`src/rtl/segdisp_pkg.sv`:
```
// Shared definitions for the seven-segment display reader.
//   SEG_0 .. SEG_F : active-low segment codes, bit 0 = a ... bit 6 = g
//   SEG_BLANK      : all segments off
//   rd_state_t     : frame FSM states
//   NDIG_MAX       : largest supported number of multiplexed digits
package segdisp_pkg;

    localparam int unsigned NDIG_MAX = 8;

    localparam logic [6:0] SEG_0     = 7'b1000000;
    localparam logic [6:0] SEG_1     = 7'b1111001;
    localparam logic [6:0] SEG_2     = 7'b0100100;
    localparam logic [6:0] SEG_3     = 7'b0110000;
    localparam logic [6:0] SEG_4     = 7'b0011001;
    localparam logic [6:0] SEG_5     = 7'b0010010;
    localparam logic [6:0] SEG_6     = 7'b0000010;
    localparam logic [6:0] SEG_7     = 7'b1111000;
    localparam logic [6:0] SEG_8     = 7'b0000000;
    localparam logic [6:0] SEG_9     = 7'b0010000;
    localparam logic [6:0] SEG_A     = 7'b0001000;
    localparam logic [6:0] SEG_B     = 7'b0000011;
    localparam logic [6:0] SEG_C     = 7'b1000110;
    localparam logic [6:0] SEG_D     = 7'b0100001;
    localparam logic [6:0] SEG_E     = 7'b0000110;
    localparam logic [6:0] SEG_F     = 7'b0001110;
    localparam logic [6:0] SEG_BLANK = 7'b1111111;

    typedef enum logic {COLLECT, HOLD} rd_state_t;

endpackage

```
`src/rtl/segdisp_reader_if.sv`:
```
// Bundle for the display reader: the monitored display bus (seg, an) and the
// recovered-frame valid/ready output with its side flags.
//   slave  : the reader (samples the display bus, drives the frame outputs)
//   master : the environment (drives the display bus and out_ready)
interface segdisp_reader_if #(
    parameter int unsigned NDIG = 4
);
    logic [6:0]        seg;
    logic [NDIG-1:0]   an;
    logic              out_ready;
    logic              out_valid;
    logic [4*NDIG-1:0] out_word;
    logic [NDIG-1:0]   out_blank;
    logic [NDIG-1:0]   out_err;
    logic              multi_an;

    modport master (
        output seg, an, out_ready,
        input  out_valid, out_word, out_blank, out_err, multi_an
    );

    modport slave (
        input  seg, an, out_ready,
        output out_valid, out_word, out_blank, out_err, multi_an
    );
endinterface

```
`src/rtl/seg_to_hex.sv`:
```
// Combinational inverse of a hex-to-seven-segment decoder.
//   seg    : active-low segment pattern, bit 0 = a ... bit 6 = g
//   nibble : recovered hex digit (0 for blank or unknown patterns)
//   blank  : pattern is all segments off
//   err    : pattern is not one of the 16 hex codes and not blank
module seg_to_hex
    import segdisp_pkg::*;
(
    input  logic [6:0] seg,
    output logic [3:0] nibble,
    output logic       blank,
    output logic       err
);

    always_comb begin
        nibble = 4'h0;
        blank  = 1'b0;
        err    = 1'b0;
        case (seg)
            SEG_0:     nibble = 4'h0;
            SEG_1:     nibble = 4'h1;
            SEG_2:     nibble = 4'h2;
            SEG_3:     nibble = 4'h3;
            SEG_4:     nibble = 4'h4;
            SEG_5:     nibble = 4'h5;
            SEG_6:     nibble = 4'h6;
            SEG_7:     nibble = 4'h7;
            SEG_8:     nibble = 4'h8;
            SEG_9:     nibble = 4'h9;
            SEG_A:     nibble = 4'hA;
            SEG_B:     nibble = 4'hB;
            SEG_C:     nibble = 4'hC;
            SEG_D:     nibble = 4'hD;
            SEG_E:     nibble = 4'hE;
            SEG_F:     nibble = 4'hF;
            SEG_BLANK: blank  = 1'b1;
            default:   err    = 1'b1;
        endcase
    end

endmodule

```
`src/rtl/segdisp_reader.sv`:
```
// Recovers the hex value shown on a multiplexed, active-low seven-segment bus.
// Each digit is captured once its registered pattern has been stable for
// STABLE_CYCLES samples; when every digit has been seen the frame is offered
// on a valid/ready output.
//   clock, n_reset : system clock, synchronous active-low reset
//   bus (slave)    : seg/an display inputs, out_ready in;
//                    out_valid, out_word, out_blank, out_err, multi_an out
module segdisp_reader
    import segdisp_pkg::*;
#(
    parameter int unsigned NDIG          = 4,
    parameter int unsigned STABLE_CYCLES = 4
) (
    input logic             clock,
    input logic             n_reset,
    segdisp_reader_if.slave bus
);

    if (NDIG < 2 || NDIG > NDIG_MAX || STABLE_CYCLES < 1) begin : g_bad_param
        $error("segdisp_reader: parameter out of range");
    end

    localparam int unsigned CW = $clog2(STABLE_CYCLES + 1);
    localparam logic [CW-1:0] CNT_MAX = CW'(STABLE_CYCLES);

    // Input sample and the sample before it.
    logic [6:0]      s_seg_q, p_seg_q;
    logic [NDIG-1:0] s_an_q, p_an_q;

    logic [CW-1:0] cnt_q, cnt_d;

    logic [4*NDIG-1:0] stg_word_q, stg_word_d;
    logic [NDIG-1:0]   stg_blank_q, stg_blank_d;
    logic [NDIG-1:0]   stg_err_q, stg_err_d;
    logic [NDIG-1:0]   seen_q, seen_d;

    rd_state_t         state_q, state_d;
    logic              out_valid_q, out_valid_d;
    logic [4*NDIG-1:0] out_word_q;
    logic [NDIG-1:0]   out_blank_q, out_err_q;

    logic [NDIG-1:0] an_low;
    logic            one_low, multi_low, same, capture, load;
    logic [3:0]      dec_nibble;
    logic            dec_blank, dec_err;

    seg_to_hex u_dec (
        .seg    (s_seg_q),
        .nibble (dec_nibble),
        .blank  (dec_blank),
        .err    (dec_err)
    );

    assign an_low    = ~s_an_q;
    assign one_low   = $onehot(an_low);
    assign multi_low = (an_low != '0) && !one_low;
    assign same      = (s_seg_q == p_seg_q) && (s_an_q == p_an_q);

    always_comb begin
        cnt_d = '0;
        if (one_low) begin
            if (!same) begin
                cnt_d = CW'(1);
            end else if (cnt_q != CNT_MAX) begin
                cnt_d = cnt_q + CW'(1);
            end else begin
                cnt_d = cnt_q;
            end
        end
    end

    // A changed pattern restarts the count, so with STABLE_CYCLES == 1 a new
    // pattern must still capture even though the count stays at its maximum.
    assign capture = one_low && (cnt_d == CNT_MAX) && (!same || (cnt_q != CNT_MAX));

    always_comb begin
        state_d     = state_q;
        out_valid_d = out_valid_q;
        load        = 1'b0;
        case (state_q)
            COLLECT: begin
                if (&seen_q) begin
                    load        = 1'b1;
                    out_valid_d = 1'b1;
                    state_d     = HOLD;
                end
            end
            HOLD: begin
                if (bus.out_ready) begin
                    out_valid_d = 1'b0;
                    state_d     = COLLECT;
                end
            end
            default: state_d = COLLECT;
        endcase
    end

    // A capture landing on the load edge survives into the next frame.
    always_comb begin
        stg_word_d  = stg_word_q;
        stg_blank_d = stg_blank_q;
        stg_err_d   = stg_err_q;
        seen_d      = load ? '0 : seen_q;
        if (capture) begin
            for (int i = 0; i < int'(NDIG); i++) begin
                if (an_low[i]) begin
                    stg_word_d[4*i +: 4] = dec_nibble;
                    stg_blank_d[i]       = dec_blank;
                    stg_err_d[i]         = dec_err;
                    seen_d[i]            = 1'b1;
                end
            end
        end
    end

    always_ff @(posedge clock) begin
        if (!n_reset) begin
            s_seg_q     <= SEG_BLANK;
            s_an_q      <= '1;
            p_seg_q     <= SEG_BLANK;
            p_an_q      <= '1;
            cnt_q       <= '0;
            stg_word_q  <= '0;
            stg_blank_q <= '0;
            stg_err_q   <= '0;
            seen_q      <= '0;
            state_q     <= COLLECT;
            out_valid_q <= 1'b0;
            out_word_q  <= '0;
            out_blank_q <= '0;
            out_err_q   <= '0;
        end else begin
            s_seg_q     <= bus.seg;
            s_an_q      <= bus.an;
            p_seg_q     <= s_seg_q;
            p_an_q      <= s_an_q;
            cnt_q       <= cnt_d;
            stg_word_q  <= stg_word_d;
            stg_blank_q <= stg_blank_d;
            stg_err_q   <= stg_err_d;
            seen_q      <= seen_d;
            state_q     <= state_d;
            out_valid_q <= out_valid_d;
            if (load) begin
                out_word_q  <= stg_word_q;
                out_blank_q <= stg_blank_q;
                out_err_q   <= stg_err_q;
            end
        end
    end

    assign bus.out_valid = out_valid_q;
    assign bus.out_word  = out_word_q;
    assign bus.out_blank = out_blank_q;
    assign bus.out_err   = out_err_q;
    assign bus.multi_an  = multi_low;

endmodule

```
`src/flat_wrapper.sv`:
```
// flat-port wrapper written by rule: the top's interface ports become plain ports
module segdisp_reader_flat import segdisp_pkg::*;
#(
    parameter int unsigned NDIG          = 4,
    parameter int unsigned STABLE_CYCLES = 4
)
  (clock, n_reset, bus_seg, bus_an, bus_out_ready, bus_out_valid, bus_out_word, bus_out_blank, bus_out_err, bus_multi_an);
  segdisp_reader_if #(.NDIG(NDIG)) bus_i ();
  input logic clock;
  input logic n_reset;
  input wire logic [$bits(bus_i.seg)-1:0] bus_seg;
  input wire logic [$bits(bus_i.an)-1:0] bus_an;
  input wire logic [$bits(bus_i.out_ready)-1:0] bus_out_ready;
  output wire logic [$bits(bus_i.out_valid)-1:0] bus_out_valid;
  output wire logic [$bits(bus_i.out_word)-1:0] bus_out_word;
  output wire logic [$bits(bus_i.out_blank)-1:0] bus_out_blank;
  output wire logic [$bits(bus_i.out_err)-1:0] bus_out_err;
  output wire logic [$bits(bus_i.multi_an)-1:0] bus_multi_an;
  assign bus_i.seg = bus_seg;
  assign bus_i.an = bus_an;
  assign bus_i.out_ready = bus_out_ready;
  assign bus_out_valid = bus_i.out_valid;
  assign bus_out_word = bus_i.out_word;
  assign bus_out_blank = bus_i.out_blank;
  assign bus_out_err = bus_i.out_err;
  assign bus_multi_an = bus_i.multi_an;
  segdisp_reader #(.NDIG(NDIG), .STABLE_CYCLES(STABLE_CYCLES)) u_core (.clock(clock), .n_reset(n_reset), .bus(bus_i));
endmodule
```
`config.mk`:
```
export PLATFORM = sky130hd
export DESIGN_NAME = segdisp_reader_flat
export DESIGN_NICKNAME = d
export VERILOG_FILES = /design/src/rtl/segdisp_pkg.sv /design/src/rtl/segdisp_reader_if.sv /design/src/rtl/seg_to_hex.sv /design/src/rtl/segdisp_reader.sv /design/src/flat_wrapper.sv
export SDC_FILE = /design/constraint.sdc
export NUM_CORES = 1
export LEC_CHECK = 0
export ABC_AREA = 1
export ABC_CLOCK_PERIOD_IN_PS = 3730
export BUFFER_PORTS_ARGS = -buffer_cell sky130_fd_sc_hd__buf_2
export CAP_MARGIN = 20
export CORE_MARGIN = 5
export CORE_UTILIZATION = 40
export DETAILED_ROUTE_END_ITERATION = 8
export GPL_TIMING_DRIVEN = 0
export PLACE_DENSITY = 0.68
export SETUP_SLACK_MARGIN = 0.4
export SYNTH_ARGS = -nofsm -noshare
export SYNTH_HDL_FRONTEND = slang
export SYNTH_SLANG_ARGS = --single-unit
export TNS_END_PERCENT = 10
```
`constraint.sdc`:
```
create_clock -name clock -period 3.73 [get_ports clock]
set_input_delay 0.373 -clock clock [delete_from_list [all_inputs] [get_ports clock]]
set_output_delay 0.373 -clock clock [all_outputs]
set_load 0.05 [all_outputs]
```
==> metrics.txt, run 1 <==
num ports=40; sequential element share of the synthesized area=45.9%; max_slew headroom=56.0%; outcome=finished clean; Tmin final=3.16 ns; Post-CTS Setup Inserts=0; post-synth top area cell=dfxtp_1; WL per Instance=12.2 um; switching share of power=23.8%; HPWL Detailed=5550 um; CP Launch Type=register; Row Count=33; Pint=1350 uW; most numerous cell in the Yosys netlist=nand2_1; max_cap viols=0; Worst setup EP type=primary output; CP Class=register to primary output; placed cell area=0.00377 mm2; GRT Util Overall=16.0%; clk_skew=0.0107 ns; initial antenna violation count=0; worst slew pin tran=0.655 ns; cell count after synthesis=468; crit-path max FO=7; Yosys warnings=0; Hold Vio Cnt, Final=0; FF+latch count, synth=79; layout cells sized above 1=15.9%; DRT iter0 DRCs=159; Top FF cell, synth=dfxtp_1; fin. max-slew vios=0; final clock period utilization by the worst path=84.8%; input/output buffers=38; CTS clk-pin slew, worst paths=0.08 ns; Avg Cell Area, Syn=7.36 um2; CTS tree=yes; Area Overhead vs Synth=16.6%; H-Tree Depth=3; DRT Pass-1 Iters=4; # DRC=0; TritonCTS Buffers=9; die width=103 um; vias per inst=4.76; cell area after layout=0.00402 mm2; Post-CTS Hold Fix Bufs=0; final count of negative-setup-slack endpoints=0; WL final=7640 um; FMAX=316 MHz; unrepaired setup endpoints after global routing=false; RD Place Congestion=0.856; Placeable Area=0.00830 mm2; Die Y=103 um; Logic pwr share=7.7%; setup TNS=0 ns; CTS Sinks=79; final std cells w/o fill=627; root buf cell=clkbuf_8; CTS Buffer Depth=2; synth top area cells=dfxtp_1, nand2_1, inv_1; synth cell count leaders=nand2_1, dfxtp_1, inv_1; grt ovf=0; ANT cells=0; die area=0.0106 mm2; Clock Latency Late Sink=0.36 ns; hold crit path type=input port to register; Mapped Area=0.00345 mm2; starting density of the core=41.5%; Post-synth EDFFs=0; Leakage Power=0.00202 uW; Seq pwr share=48.9%; fin nets=539; Async SR Flop Fraction=0%; Yosys top cell area share=45.9%; post-route ant nets=0; PwrDens=442 mW/mm2; first-pass GRT wire length=13300 um; Mapped Nets=490; total number of vias=2987; largest net degree at the start of global routing=15; post-synthesis cell type count=32; Inst Count DP=611; CP required=3.36 ns; Worst IR Drop VDD=0.190 mV; Clk pwr share=43.4%; number of global-route vias before repair=2950; Critical Path AT=2.79 ns; Sw Pwr=422 uW; post_cts resized=0
-- layer usage --
layer  share of wire (%)  GRT usage (%)
met5                   0              0
met4                 2.2           6.67
met3                 5.4           3.92
met2                  49           26.9
met1                  44           19.5
-- metrics by stage --
step / hold WS (ns) / util [%] / power (uW) / setup WS (ns)
final: 0.203 / 48.4 / 1770 / 0.569
after global routing: 0.200 / 48.4 / 1850 / 0.412
after CTS: 0.191 / 48.3 / 1780 / 0.475
after detailed placement: 0.447 / 45.4 / 1020 / 0.555
after global placement: 0.439 / 45.4 / 1020 / 0.574
after floorplan: 0.429 / - / 987 / 0.916
-- flip-flops by register name (all words and copies together), names as in the netlist, 7 cells and up --
| name | flops |
|---|---|
| u_core.bus.out_word | 16 |
| u_core.stg_word_q | 16 |
| u_core.p_seg_q | 7 |
| u_core.s_seg_q | 7 |
-- power groups by stage --
stage / combinational, uW / clock, uW / sequential [uW]
after floorplan: 103 / 0 / 884
after global placement: 130 / 0 / 887
after detailed placement: 133 / 0 / 887
after CTS: 135 / 780 / 867
after global routing: 155 / 820 / 870
final: 137 / 770 / 867
-- kinds of logic after synthesis --
group	Yosys count	share of synthesized area [%]
simple gates	233	31.5
buf+inv	86	9.77
flops	79	45.9
compound gates	56	8.21
fa+ha+maj	8	3.12
xor+xnor	6	1.53
-- final timing paths --
| kind | startpoint | to | slack, ns | cells past startpoint |
|---|---|---|---|---|
| setup / recovery | u_core.s_an_q[0] | bus_multi_an | 0.57 | 8 |
| hold / removal | bus_seg[0] | u_core.s_seg_q[0] | 0.20 | 2 |
| setup reg to reg | u_core.s_an_q[0] | u_core.stg_word_q[12] | 0.61 | 10 |
| hold reg to reg | u_core.stg_word_q[6] | u_core.bus.out_word[6] | 0.45 | 2 |
-- cell usage in the layout, fill, tap and decap left out --
cell       instances
a21o_1             1
a21oi_1           31
and3_1             1
buf_1              1
buf_2             40
buf_4              1
buf_6              1
bufinv_16          3
clkbuf_1          11
clkbuf_8           9
clkinv_1           1
clkinv_4           2
dfxtp_1           79
fa_1               1
ha_1               7
inv_1             65
inv_2              5
inv_6              1
nand2_1          113
nand2_2            1
nand2_4            1
nand3_1           16
nand3_4            4
nand3b_1           2
nand4_1           16
nand4_2            1
nor2_1            60
nor2_4             1
nor2_8             1
nor3_1             3
nor3b_4            1
o21ai_0           24
or2_0              1
or2_2             11
xnor2_1            5
xor2_1             1
-- critical path, stage by stage (launching register included) --
cell,delay (ns)
dfxtp_1,0.39
clkinv_1,0.25
ha_1,0.37
ha_1,0.21
fa_1,0.49
nor3b_4,0.37
a21o_1,0.12
inv_1,0.03
buf_2,0.20
-- cell type report --
| type | instances | area, um2 |
|---|---|---|
| Fill cell | 817 | 4280 |
| Sequential cell | 79 | 1580 |
| Multi-Input combinational cell | 303 | 1530 |
| Inverter | 71 | 267 |
| Timing Repair Buffer | 38 | 190 |
| Tap cell | 105 | 131 |
| Clock buffer | 10 | 128 |
| Clock inverter | 6 | 116 |
| Buffer | 15 | 70.1 |
Note: power is estimated with default switching activity, not from simulation.
==> run 2, diff against run 1 <==
--- a/config.mk
+++ b/config.mk
@@ -6,7 +6,7 @@
 export NUM_CORES = 1
 export LEC_CHECK = 0
 export ABC_AREA = 1
-export ABC_CLOCK_PERIOD_IN_PS = 3730
+export ABC_CLOCK_PERIOD_IN_PS = 3000
 export BUFFER_PORTS_ARGS = -buffer_cell sky130_fd_sc_hd__buf_2
 export CAP_MARGIN = 20
 export CORE_MARGIN = 5
==> constraint.sdc (replaced) <==
create_clock -name clock -period 3 [get_ports clock]
set_input_delay 0.3 -clock clock [delete_from_list [all_inputs] [get_ports clock]]
set_output_delay 0.3 -clock clock [all_outputs]
set_load 0.05 [all_outputs]
==> run 2 against run 1 <==
Effect of this change:
- worst setup slack got worse by 0.10 ns
- global-route usage increased by 0.49 points
- critical path depth increased by 1
- sequential share of layout area decreased by 1.6 points
- largest power group unchanged
==> metrics.txt, run 2 (synthesis results as in run 1) <==
H-Tree Depth=3; CP Class=register to primary output; crit-path max FO=4; final count of negative-setup-slack endpoints=0; PwrDens=517 mW/mm2; CTS Sinks=79; RD Place Congestion=0.873; Leakage Power=0.00210 uW; placed cell area=0.00378 mm2; outcome=finished clean; unrepaired setup endpoints after global routing=true; fin nets=555; critical path's slowest cell=fa_1; DRT iter0 DRCs=130; commonest non-fill, non-tap cell in the layout=nand2_1; fin. max-slew vios=0; WL per Instance=12.4 um; CTS tree=yes; TritonCTS Buffers=9; Hold Vio Cnt, Final=0; initial antenna violation count=0; FMAX=394 MHz; post-route ant nets=0; Tmin final=2.54 ns; max_cap viols=0; die width=103 um; Placeable Area=0.00830 mm2; ANT cells=0; worst slew pin tran=0.645 ns; largest net degree at the start of global routing=14; num ports=40; clk_skew=0.0105 ns; CTS Buffer Depth=2; Clock Latency Late Sink=0.34 ns; GRT Util Overall=16.5%; Post-CTS Hold Fix Bufs=0; CP Launch Type=register; slowest stage delay, CP=0.47 ns; max_slew headroom=56.7%; Worst IR Drop VDD=0.231 mV; crit-path cells=inv_4 -> ha_4 -> ha_4 -> fa_1 -> nor3b_4 -> buf_6 -> a21o_1 -> inv_1 -> buf_6; starting density of the core=41.5%; first-pass GRT wire length=13700 um; total number of vias=3036; Area Overhead vs Synth=22.0%; Worst setup EP type=primary output; setup TNS=0 ns; CTS clk-pin slew, worst paths=0.08 ns; grt ovf=0; input/output buffers=38; die area=0.0106 mm2; HPWL Detailed=5520 um; layout cells sized above 1=20.1%; # DRC=0; vias per inst=4.73; number of global-route vias before repair=3059; WL final=7980 um; Row Count=33; root buf cell=clkbuf_8; final clock period utilization by the worst path=84.5%; Critical Path AT=2.24 ns; most frequent cells in the layout=nand2_1, dfxtp_1, inv_1; cell area after layout=0.00421 mm2; DRT Pass-1 Iters=4; Die Y=103 um; CP required=2.70 ns; hold crit path type=input port to register
-- run 2: path summary, 6_finish.rpt --
kind                                           start                     end  slack [ns]  cells after the start
worst max-delay path                u_core.s_an_q[2]            bus_multi_an        0.46                      9
worst min-delay path                      bus_seg[0]       u_core.s_seg_q[0]        0.13                      2
worst max register to register      u_core.s_an_q[2]    u_core.stg_word_q[7]        0.48                     14
worst min register to register  u_core.stg_word_q[8]  u_core.bus.out_word[8]        0.46                      2
-- run 2: per-stage QoR --
| step | cells | hold WS, ns | utilization (%) | total power, uW | setup WS, ns |
|---|---|---|---|---|---|
| finish | 642 | 0.133 | 50.7 | 2170 | 0.464 |
| CTS | 638 | 0.117 | 50.1 | 2180 | 0.400 |
| detailed placement | 611 | 0.444 | 45.5 | 1280 | 0.132 |
| global route | 642 | 0.114 | 50.7 | 2270 | 0.354 |
| floorplan | 468 | 0.407 | - | 1230 | 0.410 |
| global placement | 611 | 0.441 | 45.5 | 1270 | 0.180 |
-- run 2: routing by layer --
| layer | track usage [%] | up-vias | routed length [um] |
|---|---|---|---|
| met1 | 20.3 | 1356 | 3410 |
| met3 | 3.32 | 17 | 523 |
| met2 | 28.0 | 76 | 3840 |
| met4 | 6.97 | 0 | 203 |
| li1 | - | 1587 | - |
| met5 | 0 | - | 0 |
-- run 2: cell type report --
class | count | area [um2]
fill | 805 | 4090
multi-input combinational | 303 | 1590
sequential | 79 | 1590
timing repair buffer | 54 | 324
inverter | 71 | 279
clock buffer | 11 | 141
tap | 105 | 131
clock inverter | 4 | 77.6
buffer | 15 | 70.1
-- run 2: critical path, delay by kind of cell, from the launching register on --
| family | cells | cell delay, ns |
|---|---|---|
| flip-flops | 1 | 0.37 |
| buffers and inverters | 4 | 0.38 |
| AO/OA/AOI/OAI | 1 | 0.08 |
| AND/OR/NAND/NOR | 1 | 0.20 |
| adder cells (fa/ha/maj) | 3 | 0.86 |
-- run 2: what timing repair did --
action                     in CTS  in global routing
setup endpoints to repair      29                 29
pin swaps                       6                  6
setup buffers                  12                  3
cloned                          0                  1
gates resized for setup        17                  4
-- run 2: power by group --
group | switching [uW] | total [uW] | leakage, uW | internal [uW]
clock network | 375 | 869 | 0.000110 | 493
logic | 130 | 225 | 0.00135 | 94.9
registers | 15.4 | 1080 | 0.000641 | 1060
